File: config.mk
export PLATFORM = sky130hd
export DESIGN_NAME = reg_write_buffer_flat
export DESIGN_NICKNAME = d
export VERILOG_FILES = /design/src/rtl/reg_wb_pkg.sv /design/src/rtl/reg_write_buffer_if.sv /design/src/rtl/reg_wb_fifo.sv /design/src/rtl/reg_write_buffer.sv /design/src/flat_wrapper.sv
export SDC_FILE = /design/constraint.sdc
export NUM_CORES = 1
export LEC_CHECK = 0
export BUFFER_PORTS_ARGS = -buffer_cell sky130_fd_sc_hd__buf_2
export CAP_MARGIN = 40
export CORE_AREA = 4 4 175 177
export CTS_BUF_LIST = sky130_fd_sc_hd__clkbuf_8
export CTS_CLUSTER_SIZE = 24
export DETAILED_ROUTE_END_ITERATION = 12
export DIE_AREA = 0 0 179 181
export PLACE_DENSITY_LB_ADDON = 0.1
export RECOVER_POWER = 100
export SYNTH_ARGS = -nofsm -noshare
export SYNTH_HDL_FRONTEND = slang
export SYNTH_HIERARCHICAL = 1
export SYNTH_SLANG_ARGS = --single-unit
File: constraint.sdc
create_clock -name clk -period 4.4 [get_ports clk]
set_clock_uncertainty 0.15 [all_clocks]
set_input_delay 0.22 -clock clk [delete_from_list [all_inputs] [get_ports clk]]
set_output_delay 0.22 -clock clk [all_outputs]
set_load 0.02 [all_outputs]
File: src/rtl/reg_wb_pkg.sv
// Shared defaults and request type for the register-file write buffer.
package reg_wb_pkg;

  localparam int AW_DEF = 3;
  localparam int DW_DEF = 32;

  typedef struct packed {
    logic [AW_DEF-1:0] addr;
    logic [DW_DEF-1:0] data;
  } wr_req_t;

endpackage

File: src/rtl/reg_write_buffer_if.sv
// Producer, register-file and lookup signals of the write buffer.
interface reg_write_buffer_if
  import reg_wb_pkg::*;
#(
  parameter int DEPTH = 4,
  parameter int AW    = AW_DEF,
  parameter int DW    = DW_DEF
);
  localparam int CW = $clog2(DEPTH + 1);

  logic          in_valid;
  logic          in_ready;
  logic [AW-1:0] in_addr;
  logic [DW-1:0] in_data;
  logic          stall;
  logic          we;
  logic [AW-1:0] wAddr;
  logic [DW-1:0] wData;
  logic [AW-1:0] q_addr;
  logic          q_hit;
  logic [DW-1:0] q_data;
  logic [CW-1:0] count;

  modport master (
    output in_valid, in_addr, in_data, stall, q_addr,
    input  in_ready, we, wAddr, wData, q_hit, q_data, count
  );

  modport slave (
    input  in_valid, in_addr, in_data, stall, q_addr,
    output in_ready, we, wAddr, wData, q_hit, q_data, count
  );

endinterface

File: src/rtl/reg_wb_fifo.sv
// Circular request store; exposes every slot and its valid bit for the lookup.
module reg_wb_fifo
  import reg_wb_pkg::*;
#(
  parameter int DEPTH = 4,
  parameter int AW    = AW_DEF,
  parameter int DW    = DW_DEF,
  localparam int PW   = $clog2(DEPTH),
  localparam int CW   = $clog2(DEPTH + 1)
) (
  input  logic          clk,
  input  logic          reset_n,
  input  logic          push_i,
  input  logic [AW-1:0] push_addr_i,
  input  logic [DW-1:0] push_data_i,
  input  logic          pop_i,
  output logic          full_o,
  output logic          empty_o,
  output logic [CW-1:0] count_o,
  output logic [PW-1:0] rd_ptr_o,
  output logic [AW-1:0] head_addr_o,
  output logic [DW-1:0] head_data_o,
  output logic [AW-1:0] ent_addr_o [DEPTH],
  output logic [DW-1:0] ent_data_o [DEPTH],
  output logic [DEPTH-1:0] ent_vld_o
);

  logic [AW-1:0] mem_addr [DEPTH];
  logic [DW-1:0] mem_data [DEPTH];
  logic [PW-1:0] wr_ptr_q, wr_ptr_d;
  logic [PW-1:0] rd_ptr_q, rd_ptr_d;
  logic [CW-1:0] count_q, count_d;
  logic [PW-1:0] off;

  assign full_o      = (count_q == CW'(DEPTH));
  assign empty_o     = (count_q == '0);
  assign count_o     = count_q;
  assign rd_ptr_o    = rd_ptr_q;
  assign head_addr_o = mem_addr[rd_ptr_q];
  assign head_data_o = mem_data[rd_ptr_q];
  assign ent_addr_o  = mem_addr;
  assign ent_data_o  = mem_data;

  always_comb begin
    wr_ptr_d = push_i ? wr_ptr_q + 1'b1 : wr_ptr_q;
    rd_ptr_d = pop_i  ? rd_ptr_q + 1'b1 : rd_ptr_q;
    count_d  = count_q;
    if (push_i && !pop_i) count_d = count_q + 1'b1;
    if (!push_i && pop_i) count_d = count_q - 1'b1;
  end

  // Slot validity follows from its distance past the read pointer.
  always_comb begin
    off = '0;
    for (int i = 0; i < DEPTH; i++) begin
      off          = PW'(i) - rd_ptr_q;
      ent_vld_o[i] = (CW'(off) < count_q);
    end
  end

  always_ff @(posedge clk or negedge reset_n) begin
    if (!reset_n) begin
      wr_ptr_q <= '0;
      rd_ptr_q <= '0;
      count_q  <= '0;
    end else begin
      wr_ptr_q <= wr_ptr_d;
      rd_ptr_q <= rd_ptr_d;
      count_q  <= count_d;
    end
  end

  always_ff @(posedge clk) begin
    if (push_i) begin
      mem_addr[wr_ptr_q] <= push_addr_i;
      mem_data[wr_ptr_q] <= push_data_i;
    end
  end

endmodule

File: src/rtl/reg_write_buffer.sv
// Write buffer in front of the register file: FIFO, registered write port, pending-write lookup.
module reg_write_buffer
  import reg_wb_pkg::*;
#(
  parameter int DEPTH = 4,
  parameter int AW    = AW_DEF,
  parameter int DW    = DW_DEF
) (
  input  logic         clk,
  input  logic         reset_n,
  reg_write_buffer_if.slave bus
);

  localparam int PW = $clog2(DEPTH);
  localparam int CW = $clog2(DEPTH + 1);

  logic          push, pop, full, empty;
  logic [CW-1:0] count;
  logic [PW-1:0] rd_ptr;
  logic [AW-1:0] head_addr;
  logic [DW-1:0] head_data;
  logic [AW-1:0] ent_addr [DEPTH];
  logic [DW-1:0] ent_data [DEPTH];
  logic [DEPTH-1:0] ent_vld;

  logic          we_q, we_d;
  logic [AW-1:0] wAddr_q, wAddr_d;
  logic [DW-1:0] wData_q, wData_d;
  logic [PW-1:0] idx;
  logic          hit;
  logic [DW-1:0] hit_data;

  assign push = bus.in_valid && !full;
  assign pop  = !empty && !bus.stall;

  reg_wb_fifo #(.DEPTH(DEPTH), .AW(AW), .DW(DW)) u_fifo (
    .clk         (clk),
    .reset_n     (reset_n),
    .push_i      (push),
    .push_addr_i (bus.in_addr),
    .push_data_i (bus.in_data),
    .pop_i       (pop),
    .full_o      (full),
    .empty_o     (empty),
    .count_o     (count),
    .rd_ptr_o    (rd_ptr),
    .head_addr_o (head_addr),
    .head_data_o (head_data),
    .ent_addr_o  (ent_addr),
    .ent_data_o  (ent_data),
    .ent_vld_o   (ent_vld)
  );

  always_comb begin
    we_d    = pop;
    wAddr_d = wAddr_q;
    wData_d = wData_q;
    if (pop) begin
      wAddr_d = head_addr;
      wData_d = head_data;
    end
  end

  always_ff @(posedge clk or negedge reset_n) begin
    if (!reset_n) begin
      we_q    <= 1'b0;
      wAddr_q <= '0;
      wData_q <= '0;
    end else begin
      we_q    <= we_d;
      wAddr_q <= wAddr_d;
      wData_q <= wData_d;
    end
  end

  // Walk oldest to newest so the youngest match is the one left standing.
  always_comb begin
    hit      = 1'b0;
    hit_data = '0;
    idx      = '0;
    if (we_q && (wAddr_q == bus.q_addr)) begin
      hit      = 1'b1;
      hit_data = wData_q;
    end
    for (int k = 0; k < DEPTH; k++) begin
      idx = rd_ptr + PW'(k);
      if (ent_vld[idx] && (ent_addr[idx] == bus.q_addr)) begin
        hit      = 1'b1;
        hit_data = ent_data[idx];
      end
    end
  end

  assign bus.in_ready = !full;
  assign bus.we       = we_q;
  assign bus.wAddr    = wAddr_q;
  assign bus.wData    = wData_q;
  assign bus.q_hit    = hit;
  assign bus.q_data   = hit_data;
  assign bus.count    = count;

endmodule

File: src/flat_wrapper.sv
// flat-port wrapper written by rule: the top's interface ports become plain ports
module reg_write_buffer_flat import reg_wb_pkg::*;
#(
  parameter int DEPTH = 4,
  parameter int AW    = AW_DEF,
  parameter int DW    = DW_DEF
)
  (clk, reset_n, bus_in_valid, bus_in_addr, bus_in_data, bus_stall, bus_q_addr, bus_in_ready, bus_we, bus_wAddr, bus_wData, bus_q_hit, bus_q_data, bus_count);
  reg_write_buffer_if #(.DEPTH(DEPTH), .AW(AW), .DW(DW)) bus_i ();
  input  logic clk;
  input  logic reset_n;
  input wire logic [$bits(bus_i.in_valid)-1:0] bus_in_valid;
  input wire logic [$bits(bus_i.in_addr)-1:0] bus_in_addr;
  input wire logic [$bits(bus_i.in_data)-1:0] bus_in_data;
  input wire logic [$bits(bus_i.stall)-1:0] bus_stall;
  input wire logic [$bits(bus_i.q_addr)-1:0] bus_q_addr;
  output wire logic [$bits(bus_i.in_ready)-1:0] bus_in_ready;
  output wire logic [$bits(bus_i.we)-1:0] bus_we;
  output wire logic [$bits(bus_i.wAddr)-1:0] bus_wAddr;
  output wire logic [$bits(bus_i.wData)-1:0] bus_wData;
  output wire logic [$bits(bus_i.q_hit)-1:0] bus_q_hit;
  output wire logic [$bits(bus_i.q_data)-1:0] bus_q_data;
  output wire logic [$bits(bus_i.count)-1:0] bus_count;
  assign bus_i.in_valid = bus_in_valid;
  assign bus_i.in_addr = bus_in_addr;
  assign bus_i.in_data = bus_in_data;
  assign bus_i.stall = bus_stall;
  assign bus_i.q_addr = bus_q_addr;
  assign bus_in_ready = bus_i.in_ready;
  assign bus_we = bus_i.we;
  assign bus_wAddr = bus_i.wAddr;
  assign bus_wData = bus_i.wData;
  assign bus_q_hit = bus_i.q_hit;
  assign bus_q_data = bus_i.q_data;
  assign bus_count = bus_i.count;
  reg_write_buffer #(.DEPTH(DEPTH), .AW(AW), .DW(DW)) u_core (.clk(clk), .reset_n(reset_n), .bus(bus_i));
endmodule
* Yosys cells after proc, flatten, opt, wreduce, memory -nomap -nowiden *
Index checks and enable logic that the tools add are counted.
Widths: inputs -> output; s select.

operators by class
  add/subtract/negate cells = 10
  order comparisons = 14
  eq/ne operators = 6
  multiplexer cells = 50
  bitwise operators = 5
  reduce and logical (&&, ||, !) cells = 17

operators by type and width
  cell                 number
  $mux 32              14
  $bmux 32 s2          4
  $bwmux 128           1
  $demux 32 s2         1
  $mux 3               11
  $bmux 3 s2           4
  $eq 3x3->1           5
  $ge 3x3->1 const B   5
  $not 2->3            5
  $bwmux 12            1
  $lt 2x3->1           4
  $lt 2x3->1 const B   4
  $logic_and 1x1->1    10
  $mux 1               9
  $bmux 1 s2           4
  $demux 3 s2          1
  $logic_not 1->1      5
  $add 2x1->2 const B  2
  $add 2x2->2 const B  2
  $sub 1x2->2 const A  2
  $sub 2x2->2 const A  2
  $add 3x1->3 const B  1
  $eq 3x3->1 const B   1
  $logic_not 3->1      1
  3 further kinds      3

word-level totals
  register bits = 183
  input bits = 42
  output and inout bits = 73
  logic and storage cells = 116

* Depth between registers and ports, before layout *
  depth in word-level cells = 10
  mapped depth = 15
  gate-level depth less buffers = 11

* Cells and area by module *
Netlist, hierarchy kept.

modules (own cells, without submodules)
  module            times used  cells each  area each (sq um)  sequential area each (sq um)
  reg_write_buffer  1           638         7053.0             900.9
  reg_wb_fifo       1           238         5611.6             4379.2

* Worst setup path after synthesis *
OpenSTA, ideal clock, no wires.

  path type = register to output
  start point = register u_core.u_fifo.rd_ptr_q[0], in the netlist u_core/u_fifo/rd_ptr_o[0]
  end point = output bus_q_data[0]
  arrival = 3.096 ns
  data required time = 4.030 ns
  setup slack = 0.934 ns
  stages on the path, launching flop included = 15
  buffers on the path = 3
  cells stage by stage = dfrtp_1 > buf_6 > buf_6 > xnor2_1 > inv_1 > ha_1 > a21oi_1 > or2_2 > mux2i_1 > a2111oi_0 > a211oi_1 > a211o_1 > and2_1 > buf_6 > a221oi_1

between the ends
  elaborated cells on any way between the ends = 59
  those cells by class = add/sub: 7; order compare: 4; eq/ne: 4; mux: 36; bitwise: 4; reduce/logical: 4

RTL lines
  what                          line                    RTL
  start: declaration            reg_wb_fifo.sv:31       logic [PW-1:0] rd_ptr_q, rd_ptr_d;
  start signal: assignment      reg_wb_fifo.sv:68       rd_ptr_q <= rd_ptr_d;
  $sub 1x2->2 *                 reg_wb_fifo.sv:56       off = PW'(i) - rd_ptr_q;
  $lt 2x3->1 *                  reg_wb_fifo.sv:57       ent_vld_o[i] = (CW'(off) < count_q);
  named net u_core.ent_vld[0]   reg_write_buffer.sv:24  logic [DEPTH-1:0] ent_vld;
  $bmux 1 s2                    reg_write_buffer.sv:87  if (ent_vld[idx] && (ent_addr[idx] == bus.q_addr)) begin
  $mux 1 (implied by the code)  reg_write_buffer.sv:87
  $logic_and 1x1->1             reg_write_buffer.sv:87
  $mux 32 (3 in a row)          reg_write_buffer.sv:87
  $mux 32 *                     reg_write_buffer.sv:87
  end: declaration              flat_wrapper.sv:22      output wire logic [$bits(bus_i.q_data)-1:0] bus_q_data;

Mark *: on every way through the listed nets, which the timed path passes. The rest lies on a longest branch. The select of a mux whose other input is x is not followed.

* Final worst setup path *
  start point = register u_core.u_fifo.rd_ptr_q[0], in the netlist u_core/u_fifo/rd_ptr_o[0]
  end point = output bus_q_data[30]

The elaborated chain is that of the path after synthesis.

==> flow_summary_export.csv <==
group,metric,value,unit
synth,synth_edf_count,140,
routing,post-route-drc-count,0,
power,swShare,46.4,%
critical_path,cp_max_fo,31,
power,intPower,6.49,mW
power,seq_power_share,23.3,%
flow_run,maxCapViolCount,3,
synth,synthArstFlopShare,23.5,%
finish,stdcell_count,1395,
power,p_leak,4.95,nW
cts,cts_tree,"done",
placement,dp_hpwl,19700,um
placement,dp_cells,1322,
cts,cts_root_buffer,"clkbuf_8",
outcome,violations,"capacitance limit, slew limit",
power,comb_power_share,67.2,%
die,pin_count,115,
die,initial_utilization,43.3,%
placement,routabilityCongestion,0.761,
synth,synth_nets,928,
synth,ys_types,43,
finish,fin_area,0.0143,sq mm
power,ir_worst_vdd,0.479,mV
timing,holdWs,75.9,ps
synth,netlist_instances,876,
routing,vias,8544,
cts,clock-sinks,183,
synth,ys_warn_count,6,
die,dieArea,0.0324,sq mm
critical_path,cp.required,4030,ps
grt,track_usage,20.3,%
routing,ant_nets,0,
synth,ys_ff_latch,183,
synth,syn-mean-instance-area,14.5,sq um
outcome,status,"finished, violations left",
power,pwr-share-clk,9.5,%
finish,drive_above_1_share,37.9,%
critical_path,critPathArrivalTime,3790,ps
placement,place_area,0.0136,sq mm
synth,dominantRegCellSynth,"edfxtp_1",
timing,period_needed,4160,ps
timing,worst_slack,242,ps
grt,grt_pass1_wl,50700,um
critical_path,crit_chain,"xnor2_2 > inv_1 > ha_1 > a21oi_1 > or2_2 > nor2b_1 > a32oi_2 > o2bb2ai_1 > nand3_4 > buf_12 > or3b_1 > o211a_1 > buf_2",
synth,yosysMostFrequentCell,"mux4_2",
critical_path,critPathKind,"reg -> out",
timing,slew_violations,58,
die,coreArea,0.0292,sq mm
timing,tightest_slew,3000,ps
routing,drt-pass1-iter-count,5,
grt,grt_max_degree,66,
critical_path,cp-end-kind,"output pin",
grt,antenna_found_initial,1,
power,p_switching,5.63,mW
routing,routed_wirelength,32600,um
cts,clk_latency,460,ps
grt,grt_overflow,0,
finish,nets,1044,
routing,drt_iter0_markers,798,
die,die_w,179,um
min_path,min_path_type,"in -> reg",
critical_path,max_stage_delay,570,ps
critical_path,cp-start-kind,"flop",
critical_path,critical_path_buf_inv_count,3,
grt,grt_pass1_vias,8440,
timing,hold_violations,0,
timing,setup_viol_count_final,0,
die,fp.dieH,181,um
die,num_rows,63,
synth,ys_seq_area_share,41.7,%
timing,timing.final.crit_share,94.5,%
synth,synth_common_cells,"169 x mux4_2, 140 x edfxtp_1, 71 x nor2_1, 43 x dfrtp_1, 43 x inv_1",
placement,port_buffers,114,
cts,clk_pin_slew,110,ps
critical_path,path_delay_family,"simple AND/OR/NAND/NOR gates",
finish,fin_util,49.1,%
finish,antennaDiodeCount,0,
synth,netlist.area_leader.share,33.2,%
power,power.density,845,mW/mm^2
routing,vias_per_cell,6.12,
cts,clockBufferDepth,2,
routing,wire_per_inst,23.4,um
cts,htreeDepth,4,
finish,syn2layout_area_growth,13.3,%
timing,fmax,0.241,GHz
cts,cts_buffers,17,
synth,synth_top_area_cell,"edfxtp_1",
synth,synth_area,0.0127,sq mm
critical_path,crit_slowest_cell,"dfrtp_4",
placement,pre_cts_ws,376,ps
timing,relSlewSlack,-100,%
synth,synthTopCellsByArea,"edfxtp_1 33%, mux4_2 30%, dfrtp_1 8.5%",
==> layout make-up <==
type | count | area, sq um
Clock inverter | 15 | 163
Multi-Input combinational cell | 563 | 6810
Inverter | 43 | 161
Tap cell | 390 | 488
Sequential cell | 183 | 5290
Timing Repair Buffer | 184 | 1200
Fill cell | 2593 | 14900
Clock buffer | 17 | 234
==> cells by family (layout without fill, tap and decap cells) <==
kind of cell / after synthesis / count (layout) / share of synthesized area [%]
buf+inv: 132 / 259 / 5.41
mux: 215 / 215 / 34.0
simple gates: 198 / 199 / 7.28
compound gates: 117 / 118 / 9.08
flops: 183 / 183 / 41.7
fa+ha+maj: 10 / 10 / 1.05
xor+xnor: 21 / 21 / 1.45
==> worst min-delay path: stages <==
cell and delay (ps):
buf_2 90, nor2b_1 190, nand2_1 80, o21ai_0 70
==> flip-flops by register name, indices dropped and copies added, names as in the netlist <==
register	flops
u_core/u_fifo/ent_data_o	128
u_core/bus.wData	32
u_core/u_fifo/ent_addr_o	12
u_core/bus.wAddr	3
u_core/u_fifo/count_o	3
u_core/u_fifo/rd_ptr_o	2
u_core/u_fifo/wr_ptr_q	2
u_core/bus.we	1
==> metal layers <==
metal	part of all wire [%]	track usage, %
met1	43	29.3
met2	51	33.4
met3	5.1	2.70
met4	1.3	3.90
met5	0.040	0
==> cell usage in the layout, fill, tap and decap left out, drive strengths merged, types with 12 or more instances in the layout <==
master       count
mux2            35
edfxtp         140
and3            32
dlygate4sd3     36
buf             64
a21oi           37
o31ai           31
clkbuf         101
a221oi          32
nand3           36
mux4           169
xnor2           12
nand2           39
dfrtp           43
inv             51
nor2            71
==> stage by stage <==
step | power, mW | setup TNS (ps)
floorplan | 8.86 | 0
global placement | 10.8 | 0
detailed placement | 10.9 | 0
CTS | 12.1 | -2.38
global route | 12.9 | -209
finish | 12.1 | 0
==> final timing paths <==
kind	from	to	slack [ps]	cells after the start
max	u_core/u_fifo/rd_ptr_o[0]	bus_q_data[30]	240	13
min	bus_in_valid	u_core/u_fifo/wr_ptr_q[1]	80	4
max reg2reg	u_core/u_fifo/count_o[0]	u_core/u_fifo/ent_data_o[69]	430	5
min reg2reg	u_core/u_fifo/wr_ptr_q[0]	u_core/u_fifo/wr_ptr_q[0]	400	1
max in group asynchronous	reset_n	u_core/u_fifo/rd_ptr_o[0]	3240	3
min in group asynchronous	reset_n	u_core/bus.wData[27]	270	3
==> power groups by stage <==
stage / clock (mW) / combinational [mW] / sequential, mW
6_report: 1.15 / 8.15 / 2.83
5_1_grt: 1.27 / 8.75 / 2.90
4_1_cts: 1.19 / 8.09 / 2.82
3_5_place_dp: 0 / 8.03 / 2.86
3_3_place_gp: 0 / 7.95 / 2.85
2_1_floorplan: 0 / 5.94 / 2.92
==> what timing repair did <==
action                                  4_1_cts  5_1_grt
endpoints found under the setup margin       22       33
hold endpoints to repair                    183        0
setup buffers                                 0        3
pin swaps                                     0        3
gates cloned                                  0        2
gates resized for setup                       3       11
hold buffers                                 36        0
Note: power is estimated with default switching activity, not from simulation.
